[src/rtl/lc3_ctrl_exec.sv]
// rtl/lc3_ctrl_exec.sv - LC-3 control FSM, 8x16 register file and ALU
module lc3_ctrl_exec (
    input  logic        clk,
    input  logic        rst,
    input  logic [15:0] IR,
    input  logic [2:0]  NZP,
    input  logic [15:0] BUS,
    output logic        HALT,
    output logic        LD_MAR,
    output logic        LD_MDR,
    output logic        LD_IR,
    output logic        LD_REG,
    output logic        LD_CC,
    output logic        LD_PC,
    output logic        GatePC,
    output logic        GateMDR,
    output logic        GateALU,
    output logic        GateMARMUX,
    output logic [1:0]  PCMUX,
    output logic        ADDR1MUX,
    output logic [1:0]  ADDR2MUX,
    output logic        MARMUX,
    output logic [1:0]  ALUK,
    output logic        MEM_EN,
    output logic        R_W,
    output logic        SR2MUX,
    output logic [2:0]  DR,
    output logic [2:0]  SR1,
    output logic [2:0]  SR2,
    output logic [15:0] SR1_OUT,
    output logic [15:0] SR2_OUT,
    output logic [15:0] ALU_OUT
);

    // Load/store share one address/read/indirect path; IR[12] picks store,
    // IR[15] picks the indirect variant, IR[14] picks base+offset6.
    typedef enum logic [4:0] {
        S_FETCH1, S_FETCH2, S_FETCH3, S_DECODE,
        S_ALU, S_BR, S_JMP, S_JSR, S_LEA, S_NOP,
        S_ADDR, S_IREAD, S_IADDR, S_READ, S_WB, S_DATA, S_WRITE,
        S_TRAP1, S_TRAP2, S_TRAP3, S_TRAP4, S_HALT
    } state_t;

    state_t      state;
    logic [3:0]  opcode;
    logic [15:0] regs [8];
    logic [15:0] alu_b;

    assign opcode = IR[15:12];

    // State sequencing and the sticky HALT flag.
    always_ff @(posedge clk or negedge rst) begin
        if (!rst) begin
            state <= S_FETCH1;
            HALT  <= 1'b0;
        end else begin
            case (state)
                S_FETCH1: state <= S_FETCH2;
                S_FETCH2: state <= S_FETCH3;
                S_FETCH3: state <= S_DECODE;
                S_DECODE: begin
                    case (opcode)
                        4'b0001, 4'b0101, 4'b1001: state <= S_ALU;
                        4'b0000: state <= S_BR;
                        4'b1100: state <= S_JMP;
                        4'b0100: state <= S_JSR;
                        4'b1110: state <= S_LEA;
                        4'b0010, 4'b0110, 4'b1010,
                        4'b0011, 4'b0111, 4'b1011: state <= S_ADDR;
                        4'b1111: begin
                            if (IR[7:0] == 8'h25) begin
                                state <= S_HALT;
                                HALT  <= 1'b1;
                            end else begin
                                state <= S_TRAP1;
                            end
                        end
                        default: state <= S_NOP;
                    endcase
                end
                S_ADDR:  state <= IR[15] ? S_IREAD : (IR[12] ? S_DATA : S_READ);
                S_IREAD: state <= S_IADDR;
                S_IADDR: state <= IR[12] ? S_DATA : S_READ;
                S_READ:  state <= S_WB;
                S_DATA:  state <= S_WRITE;
                S_TRAP1: state <= S_TRAP2;
                S_TRAP2: state <= S_TRAP3;
                S_TRAP3: state <= S_TRAP4;
                S_HALT:  state <= S_HALT;
                default: state <= S_FETCH1;
            endcase
        end
    end

    // Register file: cleared by reset, written from the bus on LD_REG.
    always_ff @(posedge clk or negedge rst) begin
        if (!rst) begin
            for (int i = 0; i < 8; i++) begin
                regs[i] <= 16'h0000;
            end
        end else if (LD_REG) begin
            regs[DR] <= BUS;
        end
    end

    assign SR1_OUT = regs[SR1];
    assign SR2_OUT = regs[SR2];
    assign alu_b   = SR2MUX ? {{11{IR[4]}}, IR[4:0]} : SR2_OUT;

    // ALU: ADD, AND, NOT A, PASS A.
    always_comb begin
        case (ALUK)
            2'b00:   ALU_OUT = SR1_OUT + alu_b;
            2'b01:   ALU_OUT = SR1_OUT & alu_b;
            2'b10:   ALU_OUT = ~SR1_OUT;
            default: ALU_OUT = SR1_OUT;
        endcase
    end

    // Moore control decode from state, IR and NZP.
    always_comb begin
        LD_MAR     = 1'b0;
        LD_MDR     = 1'b0;
        LD_IR      = 1'b0;
        LD_REG     = 1'b0;
        LD_CC      = 1'b0;
        LD_PC      = 1'b0;
        GatePC     = 1'b0;
        GateMDR    = 1'b0;
        GateALU    = 1'b0;
        GateMARMUX = 1'b0;
        PCMUX      = 2'b00;
        ADDR1MUX   = 1'b0;
        ADDR2MUX   = 2'b00;
        MARMUX     = 1'b0;
        ALUK       = 2'b00;
        MEM_EN     = 1'b0;
        R_W        = 1'b0;
        SR2MUX     = 1'b0;
        SR1        = IR[8:6];
        SR2        = IR[2:0];
        DR         = IR[11:9];
        case (state)
            S_FETCH1: begin
                GatePC = 1'b1;
                LD_MAR = 1'b1;
                LD_PC  = 1'b1;
            end
            S_FETCH2, S_IREAD, S_READ, S_TRAP3: begin
                MEM_EN = 1'b1;
                LD_MDR = 1'b1;
            end
            S_FETCH3: begin
                GateMDR = 1'b1;
                LD_IR   = 1'b1;
            end
            S_ALU: begin
                GateALU = 1'b1;
                LD_REG  = 1'b1;
                LD_CC   = 1'b1;
                case (opcode)
                    4'b0101: begin
                        ALUK   = 2'b01;
                        SR2MUX = IR[5];
                    end
                    4'b1001: ALUK = 2'b10;
                    default: begin
                        ALUK   = 2'b00;
                        SR2MUX = IR[5];
                    end
                endcase
            end
            S_BR: begin
                if ((IR[11:9] & NZP) != 3'b000) begin
                    LD_PC    = 1'b1;
                    PCMUX    = 2'b01;
                    ADDR2MUX = 2'b10;
                end
            end
            S_JMP: begin
                LD_PC    = 1'b1;
                PCMUX    = 2'b01;
                ADDR1MUX = 1'b1;
            end
            S_JSR: begin
                GatePC = 1'b1;
                LD_REG = 1'b1;
                DR     = 3'd7;
                LD_PC  = 1'b1;
                PCMUX  = 2'b01;
                if (IR[11]) begin
                    ADDR2MUX = 2'b11;
                end else begin
                    ADDR1MUX = 1'b1;
                end
            end
            S_LEA: begin
                GateMARMUX = 1'b1;
                MARMUX     = 1'b1;
                ADDR2MUX   = 2'b10;
                LD_REG     = 1'b1;
            end
            S_ADDR: begin
                GateMARMUX = 1'b1;
                MARMUX     = 1'b1;
                LD_MAR     = 1'b1;
                if (IR[14]) begin
                    ADDR1MUX = 1'b1;
                    ADDR2MUX = 2'b01;
                end else begin
                    ADDR2MUX = 2'b10;
                end
            end
            S_IADDR: begin
                GateMDR = 1'b1;
                LD_MAR  = 1'b1;
            end
            S_WB: begin
                GateMDR = 1'b1;
                LD_REG  = 1'b1;
                LD_CC   = 1'b1;
            end
            S_DATA: begin
                SR1     = IR[11:9];
                ALUK    = 2'b11;
                GateALU = 1'b1;
                LD_MDR  = 1'b1;
            end
            S_WRITE: begin
                MEM_EN = 1'b1;
                R_W    = 1'b1;
            end
            S_TRAP1: begin
                GateMARMUX = 1'b1;
                LD_MAR     = 1'b1;
            end
            S_TRAP2: begin
                GatePC = 1'b1;
                LD_REG = 1'b1;
                DR     = 3'd7;
            end
            S_TRAP4: begin
                GateMDR = 1'b1;
                LD_PC   = 1'b1;
                PCMUX   = 2'b10;
            end
            default: ;
        endcase
    end

endmodule

[config.mk]
export PLATFORM = sky130hd
export DESIGN_NAME = lc3_ctrl_exec
export DESIGN_NICKNAME = d
export VERILOG_FILES = /design/src/rtl/lc3_ctrl_exec.sv
export SDC_FILE = /design/constraint.sdc
export NUM_CORES = 1
export LEC_CHECK = 0
export BUFFER_PORTS_ARGS = -buffer_cell sky130_fd_sc_hd__buf_4
export CAP_MARGIN = 10
export CORE_MARGIN = 2
export CORE_UTILIZATION = 54
export CTS_BUF_LIST = sky130_fd_sc_hd__clkbuf_16
export DETAILED_ROUTE_END_ITERATION = 10
export PLACE_DENSITY = 0.83
export SLEW_MARGIN = 10
export SYNTH_ARGS = -nofsm -noshare
export SYNTH_HDL_FRONTEND = slang
export SYNTH_SLANG_ARGS = --single-unit
[constraint.sdc]
create_clock -name clk -period 8.86 [get_ports clk]
set_input_delay 2.658 -clock clk [delete_from_list [all_inputs] [get_ports clk]]
set_output_delay 2.658 -clock clk [all_outputs]
set_load 0.03 [all_outputs]
==> summary.md, run 1 <==
| Metric | Value |
|---|---|
| Share of post-route cells with drive strength above 1 | 38.5% |
| CP required | 6200 ps |
| Period Utilization, post-route | 98.5% |
| Die outline width | 134 µm |
| 1st-iter DRT viols | 718 |
| Die footprint | 18100 µm² |
| Worst Tran Pin Value | 1180 ps |
| Synth Instances | 801 |
| Reg2reg end | regs[62]$_DFFE_PN0P_ |
| Final Slew Violations | 0 |
| Worst hold path depth | 1 |
| Largest net degree at the start of global routing | 72 |
| R2R Setup Slk | 5660 ps |
| Post-Layout Cell Count | 1152 |
| Routability Congestion | 0.944 |
| Reg area | 3350 µm² |
| MaxCap Viol Count | 0 |
| Type of origin of the critical path | primary input |
| Sequential fraction of the synthesis area | 36.5% |
| Syn Area/Cell | 11.5 µm² |
| Layout Utilization | 66.5% |
| Outcome | complete, no violations |
| Vias | 7554 |
| Post-CTS Setup Bufs | 0 |
| DRT Wirelength | 27.2 mm |
| Setup Viol. Count Final | 0 |
| Clk buf depth | 2 |
| Synth Warn # | 0 |
| Drt pass-1 iters | 5 |
| Crit Path Category | primary input to output pin |
| Tmin final | 8720 ps |
| Max incr delay on CP | 350 ps |
| FMAX | 115 MHz |
| Max transition margin | 21.3% |
| Antenna violations before repair | 1 |
| Post-synth EDFFs | 0 |
| Hold wc startpoint | HALT$_DFFE_PN0P_ |
| Final Net Count | 972 |
| Pwr dens | 412 nW/µm² |
| Crit path arrival time | 6070 ps |
| Critical-path top delay cell | a221oi_1 |
| Vias per cell | 6.56 |
| Final Hold Violating Endpoints | 0 |
| Power, Total | 4.55 mW |
| Worst Reg2Reg Path Length in Cells | 4 |
| DRC viols | 0 |
| RSZ-0062 raised after global routing | no |
| Critical Path Most Common Cell | buf_4 |
| Detailed placement HPWL | 18.9 mm |
| GRT overflow | 0 |
| Prevailing post-synth register cell | dfrtp_1 |
| # H-tree levels | 4 |
| Footprint of the multi-input gates | 5520 µm² |
| Core area | 16600 µm² |
| # clock sinks | 134 |
| Worst r2r src | state[3]$_DFF_PN0_ |
| Worst Path Max Fanout | 11 |
| Final ANT Viol Nets | 0 |
| Most frequent cells in the layout | buf_4 (149), dfrtp_1 (134), mux2_2 (94), mux2i_1 (56), mux2_1 (54) |
| Post-Place Cells | 1119 |
| Worst-path clk slew | 60 ps |
| Tot GR Track Use | 30.4% |
| Static Leak | 5.03 nW |
| CTS Hold Buffers Added | 0 |
| CTS tree | done |
| FP Rows | 47 |
| I/O pin count | 116 |
| Synth-to-Final Area Change | 20.0% |
| Critical path endpoint category | output pin |
| Post-Syn Area | 9190 µm² |
| VDD IR max | 327 µV |
| Vias in the first global route | 7438 |
| Chip height | 134 µm |
| Synth async-reset ratio | 100% |
| Clk_skew | 8.35 ps |
| Distinct cells, synth | 75 |
| Clock root buffer master | clkbuf_16 |
| #FFs+latches synth | 134 |
| Most common cell after layout, fill and taps aside | buf_4 |
| Hold EP | HALT$_DFFE_PN0P_ |
| Synth Net Count | 855 |
| CP Cell Sequence | buf_4 -> buf_4 -> mux4_2 -> mux2_2 -> mux2_2 -> ha_1 -> a211oi_1 -> o21ai_1 -> o2111ai_1 -> buf_4 -> nand2_1 -> xor2_1 -> a221oi_1 -> a2bb2oi_1 -> buf_4 |
| Fillers | 1217 |
| First-pass GRT wire length | 41.8 mm |
| Worst skew pair latency | 430 ps |
| Initial Util | 55.4% |
| Wire per inst | 23.6 µm |
| Hold crit path type | flop to flop |
| TritonCTS buffer count | 17 |
| Port bufs | 115 |
worst max path at each step:
| stage | from | end | slack (ps) | depth (start not counted) |
|---|---|---|---|---|
| 2_1_floorplan | IR[0] | ALU_OUT[15] | -30 | 14 |
| 3_3_place_gp | IR[9] | ALU_OUT[12] | 50 | 17 |
| 3_5_place_dp | IR[9] | ALU_OUT[12] | 50 | 17 |
| 4_1_cts | IR[9] | ALU_OUT[12] | 40 | 17 |
| 5_1_grt | IR[9] | ALU_OUT[12] | 30 | 17 |
| 6_report | IR[0] | ALU_OUT[9] | 140 | 15 |
synth_stat cells, types with 7 or more instances:
master / instances / share of area, %
nand2_1: 39 / 1.6
dfrtp_1: 134 / 36
o21ai_1: 10 / 0.54
nand3_1: 8 / 0.44
mux2i_1: 57 / 6.2
a221oi_1: 7 / 0.67
mux2_1: 54 / 6.6
buf_2: 23 / 1.3
nand2b_1: 8 / 0.54
a22o_1: 25 / 2.4
xnor2_1: 7 / 0.67
mux4_2: 38 / 9.3
xor2_1: 9 / 0.86
inv_1: 14 / 0.57
mux2_2: 94 / 12
o21ba_2: 12 / 1.3
buf_4: 8 / 0.65
a2bb2oi_1: 8 / 0.76
o21ai_0: 16 / 0.87
ha_1: 16 / 2.2
a21oi_1: 28 / 1.5
clkbuf_1: 19 / 0.78
nor2_1: 52 / 2.1
worst max-delay path, delay by kind of cell:
kind	cells	cell delay (ps)
adder cells (fa/ha/maj)	1	310
AND/OR/NAND/NOR	1	50
multiplexers	3	930
XOR/XNOR	1	140
buffers and inverters	4	800
AO/OA/AOI/OAI	5	1170
stage by stage:
stage / TNS [ps] / hold slack [ps] / instance area, µm² / setup WS [ps]
2_1_floorplan: -33.5 / 470 / 9210 / -33.5
3_5_place_dp: 0 / 472 / 10400 / 50.7
3_3_place_gp: 0 / 453 / 10400 / 47.2
6_report: 0 / 486 / 11000 / 135
4_1_cts: 0 / 487 / 11000 / 39.6
5_1_grt: 0 / 502 / 11000 / 29.6
final cells by class:
class / count / share of cell area (%)
clock inverters: 15 / 1.40
repair buffers: 155 / 11.2
clock buffers: 17 / 3.86
multi-input cells: 592 / 50.0
diodes: 1 / 0.0227
well taps: 220 / 2.50
inverters: 18 / 0.647
flip-flops and latches: 134 / 30.4
power by group:
part           internal, mW  leakage [nW]  switching, mW
combinational          1.21          3.06           1.50
sequential            0.888          1.69          0.242
clock                 0.415         0.276          0.286
per-layer routing:
layer | vias to the layer above | part of all wire [%] | global-route usage, %
li1 | 3287 | - | -
met1 | 3770 | 41 | 40.9
met2 | 444 | 47 | 47.9
met3 | 53 | 9.5 | 7.51
met4 | 0 | 2.8 | 11.8
met5 | - | 0 | 0
timing repair:
| item | 4_1_cts | 5_1_grt |
|---|---|---|
| endpoints found under the hold margin | 0 | 0 |
| endpoints found under the setup margin | 0 | 3 |
| gates resized for setup | 0 | 8 |
sequential cells by signal, summed over array words and instances, names as in the netlist:
name,flops
HALT,1
regs,128
state,5
cells by family after synthesis:
group / after synthesis / synth area share (%)
multiplexers: 246 / 34.3
AO/OA/AOI/OAI: 168 / 13.6
AND/OR/NAND/NOR: 145 / 7.80
flip-flops: 134 / 36.5
buffers and inverters: 75 / 3.91
adder cells (fa/ha/maj): 17 / 2.40
XOR/XNOR: 16 / 1.52
Note: power is estimated with default switching activity, not from simulation.
==> run 2, diff against run 1 <==
Settings changed: GPL_TIMING_DRIVEN from default to 0.
==> run 2 against run 1 <==
- clock-buffer cell count did not move
- combinational power rose by 3%
- clock power fell by 6.3%
- routed wire length rose by 7.9%
- sequential cell count did not move
- register-to-register slack improved by 80 ps
- final area rose by 2.1%
- largest cell class unchanged
- largest power group unchanged
==> summary.md, run 2 (synthesis results as in run 1) <==
| Metric | Value |
|---|---|
| Detailed placement HPWL | 19.8 mm (was 18.9 mm) |
| Wire per inst | 25.0 µm (was 23.6 µm) |
| Layout Utilization | 67.9% (was 66.5%) |
| Type of origin of the critical path | primary input (unchanged) |
| Tot GR Track Use | 32.7% (was 30.4%) |
| Clock share of power | 14.4% (was 15.4%) |
| Die footprint | 18100 µm² (unchanged) |
| CP required | 6200 ps (about the same) |
| DRT Wirelength | 29.3 mm (was 27.2 mm) |
| Outcome | complete, no violations (unchanged) |
| N_diodes | 0 (was 1) |
| Crit Path Category | primary input to output pin (unchanged) |
| Die outline width | 134 µm (unchanged) |
| Drt pass-1 iters | 5 (unchanged) |
| Final ANT Viol Nets | 0 (unchanged) |
| Port bufs | 109 (was 115) |
| Post-Layout Cell Count | 1171 (was 1152) |
| Worst Tran Pin Value | 798 ps (was 1180 ps) |
| CTS tree | done (unchanged) |
| Vias in the first global route | 7834 (was 7438) |
| Final Hold Violating Endpoints | 0 (unchanged) |
| Placed cell areas | 10300 µm² (was 10400 µm²) |
| Final Slew Violations | 0 (unchanged) |
| GRT overflow | 0 (unchanged) |
| Vias | 7885 (was 7554) |
| Biggest regs | regs (128), state (5), HALT (1) (unchanged) |
| Crit path arrival time | 6130 ps (was 6070 ps) |
| Max transition margin | 45.4% (was 21.3%) |
| # clock sinks | 134 (unchanged) |
| Chip height | 134 µm (unchanged) |
| VDD IR max | 385 µV (was 327 µV) |
| CTS Hold Buffers Added | 0 (unchanged) |
| RSZ-0062 raised after global routing | yes (was no) |
| Max FFs per register | 128 (unchanged) |
| Critical path endpoint category | output pin (unchanged) |
| Share of total power in combinational logic | 61.1% (was 59.7%) |
| Hold crit path type | flop to flop (unchanged) |
| Setup Viol. Count Final | 0 (unchanged) |
| Synth-to-Final Area Change | 22.5% (was 20.0%) |
| DRC viols | 0 (unchanged) |
| 1st-iter DRT viols | 846 (was 718) |
| Most frequent cells in the layout | dfrtp_1 (134), buf_4 (126), mux2_2 (94), mux2i_1 (54), mux2_1 (54) (was buf_4 (149), dfrtp_1 (134), mux2_2 (94), mux2i_1 (56), mux2_1 (54)) |
| Clock root buffer master | clkbuf_16 (unchanged) |
| Vias per cell | 6.73 (was 6.56) |
| Worst-path clk slew | 60 ps (about the same) |
| Final Net Count | 993 (was 972) |
| FP Rows | 47 (unchanged) |
| Seq pwr share | 24.5% (was 24.8%) |
| Worst skew pair latency | 430 ps (about the same) |
| Post-Place Cells | 1131 (was 1119) |
| TritonCTS buffer count | 17 (unchanged) |
| Most common cell after layout, fill and taps aside | dfrtp_1 (was buf_4) |
| Largest net degree at the start of global routing | 83 (was 72) |
| MaxCap Viol Count | 0 (unchanged) |
| Clk buf depth | 2 (unchanged) |
| FMAX | 114 MHz (was 115 MHz) |
| I/O pin count | 116 (unchanged) |
| Internal | 2.50 mW (was 2.51 mW) |
| Design area | 11300 µm² (was 11000 µm²) |
| Fin Setup TNS | 0 ps (unchanged) |
| Antenna violations before repair | 0 (was 1) |
| Static Leak | 5.09 nW (was 5.03 nW) |
| Share of post-route cells with drive strength above 1 | 40.8% (was 38.5%) |
| Worst Path Max Fanout | 10 (was 11) |
| Core area | 16600 µm² (unchanged) |
| Biggest register | regs (unchanged) |
| Clk_skew | 6.97 ps (was 8.35 ps) |
| Switch share | 45.2% (was 44.7%) |
| Pwr dens | 405 nW/µm² (was 412 nW/µm²) |
| Tmin final | 8790 ps (was 8720 ps) |
| Period Utilization, post-route | 99.2% (was 98.5%) |
| First-pass GRT wire length | 44.7 mm (was 41.8 mm) |
| Psw | 2.06 mW (was 2.03 mW) |
| # H-tree levels | 4 (unchanged) |
| Routability Congestion | 0.940 (was 0.944) |
| Initial Util | 55.4% (unchanged) |
[run 2: critical path: stages]
cell	delay, ps
buf_4	140
mux2i_4	320
buf_8	190
buf_8	170
mux2i_1	110
a22oi_2	210
and2_4	210
ha_2	210
inv_1	60
fa_1	390
nand2b_1	190
a21o_1	190
a31o_2	230
a32oi_2	200
xor2_1	100
a221oi_2	270
a2bb2oi_2	100
buf_4	180
[run 2: per-layer routing]
metal | share of wire (%) | vias to the layer above | GRT usage (%)
met1 | 39 | 3945 | 41.6
li1 | - | 3324 | -
met3 | 11 | 92 | 10.8
met4 | 3.2 | 0 | 12.6
met2 | 47 | 524 | 52.1
met5 | 0 | - | 0
[run 2: power groups by stage]
| stage | registers [mW] | clock network [mW] | logic (mW) |
|---|---|---|---|
| floorplan | 1.03 | 0 | 1.90 |
| global placement | 1.07 | 0 | 2.57 |
| detailed placement | 1.10 | 0 | 2.62 |
| CTS | 1.10 | 0.655 | 2.68 |
| global route | 1.14 | 0.681 | 2.95 |
| finish | 1.12 | 0.656 | 2.79 |
[run 2: per-stage QoR]
stage	power [mW]	setup WS (ps)	hold WS, ps
after detailed placement	3.72	-748	463
after global routing	4.77	-30.0	509
final	4.56	67.8	477
after CTS	4.43	0.300	477
after floorplan	2.93	-33.5	470
after global placement	3.65	-747	460
[run 2: area by class of cell]
| cell class | instances | area [µm²] |
|---|---|---|
| multi-input combinational | 592 | 5650 |
| fill | 1167 | 5330 |
| sequential | 134 | 3350 |
| timing repair buffer | 120 | 932 |
| buffer | 56 | 432 |
| clock buffer | 17 | 425 |
| tap | 220 | 275 |
| clock inverter | 14 | 113 |
| inverter | 18 | 72.6 |
[run 2: final timing paths]
check / startpoint / to / slack [ps] / cells after the start
setup / recovery: IR[9] / ALU_OUT[12] / 70 / 18
hold / removal: HALT$_DFFE_PN0P_ / HALT$_DFFE_PN0P_ / 480 / 1
setup reg to reg: state[2]$_DFF_PN0_ / regs[19]$_DFFE_PN0P_ / 5740 / 7
hold reg to reg: HALT$_DFFE_PN0P_ / HALT$_DFFE_PN0P_ / 480 / 1
max in group asynchronous: rst / regs[1]$_DFFE_PN0P_ / 5840 / 2
min in group asynchronous: rst / regs[58]$_DFFE_PN0P_ / 2280 / 1
[run 2: repair_timing]
action / CTS / global route
cloned: 0 / 0
pin swaps: 1 / 12
setup endpoints to repair: 11 / 7
resized for setup: 38 / 55
setup buffers: 4 / 6
==> run 3, diff against run 2 <==
Settings changed: CORE_UTILIZATION 54 to 40, PLACE_DENSITY 0.83 to 0.66.
==> run 3 against run 2 <==
- routed wire length decreased by 1.1%
- global-route usage fell by 8.6 points
- first-iteration DRC count down 32%
- clock power rose by 11%
- combinational power about the same
- fmax about the same
- via count is 5.4% lower
- utilization is 17 points lower
- worst hold slack gained 9.5 ps
- sequential share of layout area is 0.54 points lower
- largest power group unchanged
==> summary.md, run 3 (synthesis results as in run 1) <==
| Metric | Value |
|---|---|
| Critical-path top delay cell | ha_1 (was fa_1) |
| Biggest regs | regs (128), state (5), HALT (1) (unchanged) |
| Static Leak | 5.17 nW (was 5.09 nW) |
| Wire per inst | 23.3 µm (was 25.0 µm) |
| Psw | 2.03 mW (was 2.06 mW) |
| Hold wc startpoint | HALT$_DFFE_PN0P_ (unchanged) |
| Largest net degree at the start of global routing | 84 (was 83) |
| Placed cell areas | 10400 µm² (was 10300 µm²) |
| 1st-iter DRT viols | 574 (was 846) |
| Worst hold path depth | 1 (unchanged) |
| Clk buf depth | 2 (unchanged) |
| Critical path endpoint category | output pin (unchanged) |
| RSZ-0062 raised after global routing | yes (unchanged) |
| CP required | 6200 ps (about the same) |
| Outcome | complete, no violations (unchanged) |
| Die outline width | 156 µm (was 134 µm) |
| Crit Path Category | primary input to output pin (unchanged) |
| Most common cell after layout, fill and taps aside | dfrtp_1 (unchanged) |
| Routability Congestion | 0.922 (was 0.940) |
| I/O pin count | 116 (unchanged) |
| Chip height | 156 µm (was 134 µm) |
| Synth-to-Final Area Change | 24.7% (was 22.5%) |
| Clk_skew | 7.52 ps (was 6.97 ps) |
| CTS tree | done (unchanged) |
| Hold EP | HALT$_DFFE_PN0P_ (unchanged) |
| Pwr dens | 401 nW/µm² (was 405 nW/µm²) |
| Worst Path Max Fanout | 8 (was 10) |
| Vias in the first global route | 7380 (was 7834) |
| Clock share of power | 15.9% (was 14.4%) |
| First-pass GRT wire length | 44.0 mm (was 44.7 mm) |
| Final Slew Violations | 0 (unchanged) |
| CTS Hold Buffers Added | 0 (unchanged) |
| CP Cell Sequence | buf_4 -> mux2i_4 -> buf_12 -> buf_12 -> buf_4 -> mux2i_1 -> a22o_1 -> nor2_1 -> ha_1 -> nand4_1 -> nor2_1 -> o31ai_2 -> o311ai_4 -> xor2_1 -> a221o_1 -> o22a_1 -> buf_4 (was buf_4 -> mux2i_4 -> buf_8 -> buf_8 -> mux2i_1 -> a22oi_2 -> and2_4 -> ha_2 -> inv_1 -> fa_1 -> nand2b_1 -> a21o_1 -> a31o_2 -> a32oi_2 -> xor2_1 -> a221oi_2 -> a2bb2oi_2 -> buf_4) |
| Drt pass-1 iters | 5 (unchanged) |
| Internal | 2.56 mW (was 2.50 mW) |
| Setup Viol. Count Final | 0 (unchanged) |
| Antenna violations before repair | 0 (unchanged) |
| Die footprint | 24200 µm² (was 18100 µm²) |
| Design area | 11500 µm² (was 11300 µm²) |
| Worst skew pair latency | 430 ps (about the same) |
| Most frequent cells in the layout | dfrtp_1 (134), buf_4 (131), mux2_2 (94), mux2i_1 (56), mux2_1 (54) (was dfrtp_1 (134), buf_4 (126), mux2_2 (94), mux2i_1 (54), mux2_1 (54)) |
| FP Rows | 55 (was 47) |
| Max transition margin | 39.0% (was 45.4%) |
| Max FFs per register | 128 (unchanged) |
| TritonCTS buffer count | 17 (unchanged) |
| Max incr delay on CP | 350 ps (was 390 ps) |
| Biggest register | regs (unchanged) |
| Switch share | 44.2% (was 45.2%) |
| DRC viols | 0 (unchanged) |
| Fin Setup TNS | 0 ps (unchanged) |
| Period Utilization, post-route | 99.2% (about the same) |
| Detailed placement HPWL | 20.4 mm (was 19.8 mm) |
| # clock sinks | 134 (unchanged) |
| Crit path arrival time | 6130 ps (about the same) |
| Final Hold Violating Endpoints | 0 (unchanged) |
| Worst Reg2Reg Path Length in Cells | 7 (unchanged) |
| Tot GR Track Use | 24.1% (was 32.7%) |
| Hold crit path type | flop to flop (unchanged) |
| VDD IR max | 264 µV (was 385 µV) |
| Core area | 22600 µm² (was 16600 µm²) |
| FMAX | 114 MHz (about the same) |
| Worst Tran Pin Value | 910 ps (was 798 ps) |
| R2R Setup Slk | 5750 ps (was 5740 ps) |
| Reg2reg end | regs[19]$_DFFE_PN0P_ (unchanged) |
| Tmin final | 8790 ps (about the same) |
| Type of origin of the critical path | primary input (unchanged) |
| N_diodes | 0 (unchanged) |
| DRT Wirelength | 29.0 mm (was 29.3 mm) |
| Worst r2r src | state[2]$_DFF_PN0_ (unchanged) |
| Seq pwr share | 23.7% (was 24.5%) |
| Share of total power in combinational logic | 60.4% (was 61.1%) |
| Port bufs | 109 (unchanged) |
| Initial Util | 40.7% (was 55.4%) |
| GRT overflow | 0 (unchanged) |
| Vias | 7457 (was 7885) |
| Share of post-route cells with drive strength above 1 | 40.4% (was 40.8%) |
| Critical Path Most Common Cell | buf_4 |
| Clock root buffer master | clkbuf_16 (unchanged) |
| Final ANT Viol Nets | 0 (unchanged) |
| # H-tree levels | 4 (unchanged) |
| Worst-path clk slew | 60 ps (about the same) |
| Vias per cell | 6.00 (was 6.73) |
| MaxCap Viol Count | 0 (unchanged) |
| Final Net Count | 998 (was 993) |
==> run 3: cell count changes in the layout (fill, tap and decap cells not counted), moves of 3 or more <==
cell      previous run  this run
buf_4              126       131
a22o_2               3         0
clkinv_2             5         1
a22o_1              22        25
==> run 3: critical path, delay by kind of cell <==
kind | cells | cell delay (ps)
adders and majority gates | 1 | 350
AOI/OAI and AO/OA | 5 | 1250
xor gates and xnor gates | 1 | 160
and+or+nand+nor | 3 | 510
buffers and inverters | 5 | 790
muxes | 2 | 400
==> run 3: worst max path at each step <==
stage	startpoint	end	slack, ps	depth (start not counted)
after global routing	IR[9]	ALU_OUT[15]	-50	16
after detailed placement	IR[0]	ALU_OUT[15]	-1040	15
after global placement	IR[0]	ALU_OUT[15]	-1070	15
final	IR[6]	ALU_OUT[15]	70	17
after CTS	IR[12]	ALU_OUT[15]	0.3	16
after floorplan	IR[0]	ALU_OUT[15]	-30	14
==> run 3: metrics by stage <==
step / util [%] / worst slack (ps) / total power [mW] / cells / hold WS [ps]
2_1_floorplan: - / -33.5 / 2.93 / 801 / 470
3_3_place_gp: 46.0 / -1070 / 3.69 / 1195 / 453
3_5_place_dp: 46.1 / -1040 / 3.73 / 1196 / 485
4_1_cts: 49.6 / 0.292 / 4.51 / 1232 / 501
5_1_grt: 50.8 / -47.3 / 4.84 / 1242 / 519
6_report: 50.8 / 68.3 / 4.59 / 1242 / 487
==> run 3: repair_timing <==
item / 4_1_cts / 5_1_grt
resized for setup: 44 / 40
pin swaps: 2 / 8
setup buffers: 4 / 10
endpoints found under the setup margin: 12 / 7
==> run 3: per-layer routing <==
metal / wire (µm) / GRT usage [%] / up-vias
li1: - / - / 3348
met5: 0 / 0 / -
met4: 488 / 6.12 / 0
met1: 12600 / 33.4 / 3766
met2: 13500 / 38.1 / 306
met3: 2330 / 6.03 / 37
==> run 3: layout make-up <==
| type | count | area, µm² |
|---|---|---|
| clock inverter | 15 | 179 |
| fill | 2009 | 11100 |
| tap | 285 | 357 |
| inverter | 18 | 75.1 |
| clock buffer | 17 | 425 |
| sequential | 134 | 3350 |
| buffer | 57 | 448 |
| timing repair buffer | 124 | 971 |
| multi-input combinational | 592 | 5660 |
==> run 3: power by group through the flow <==
stage	clock [mW]	sequential, mW	combinational, mW
after global routing	0.763	1.13	2.95
after floorplan	0	1.03	1.90
after global placement	0	1.08	2.61
after CTS	0.736	1.08	2.69
final	0.729	1.09	2.77
after detailed placement	0	1.09	2.64
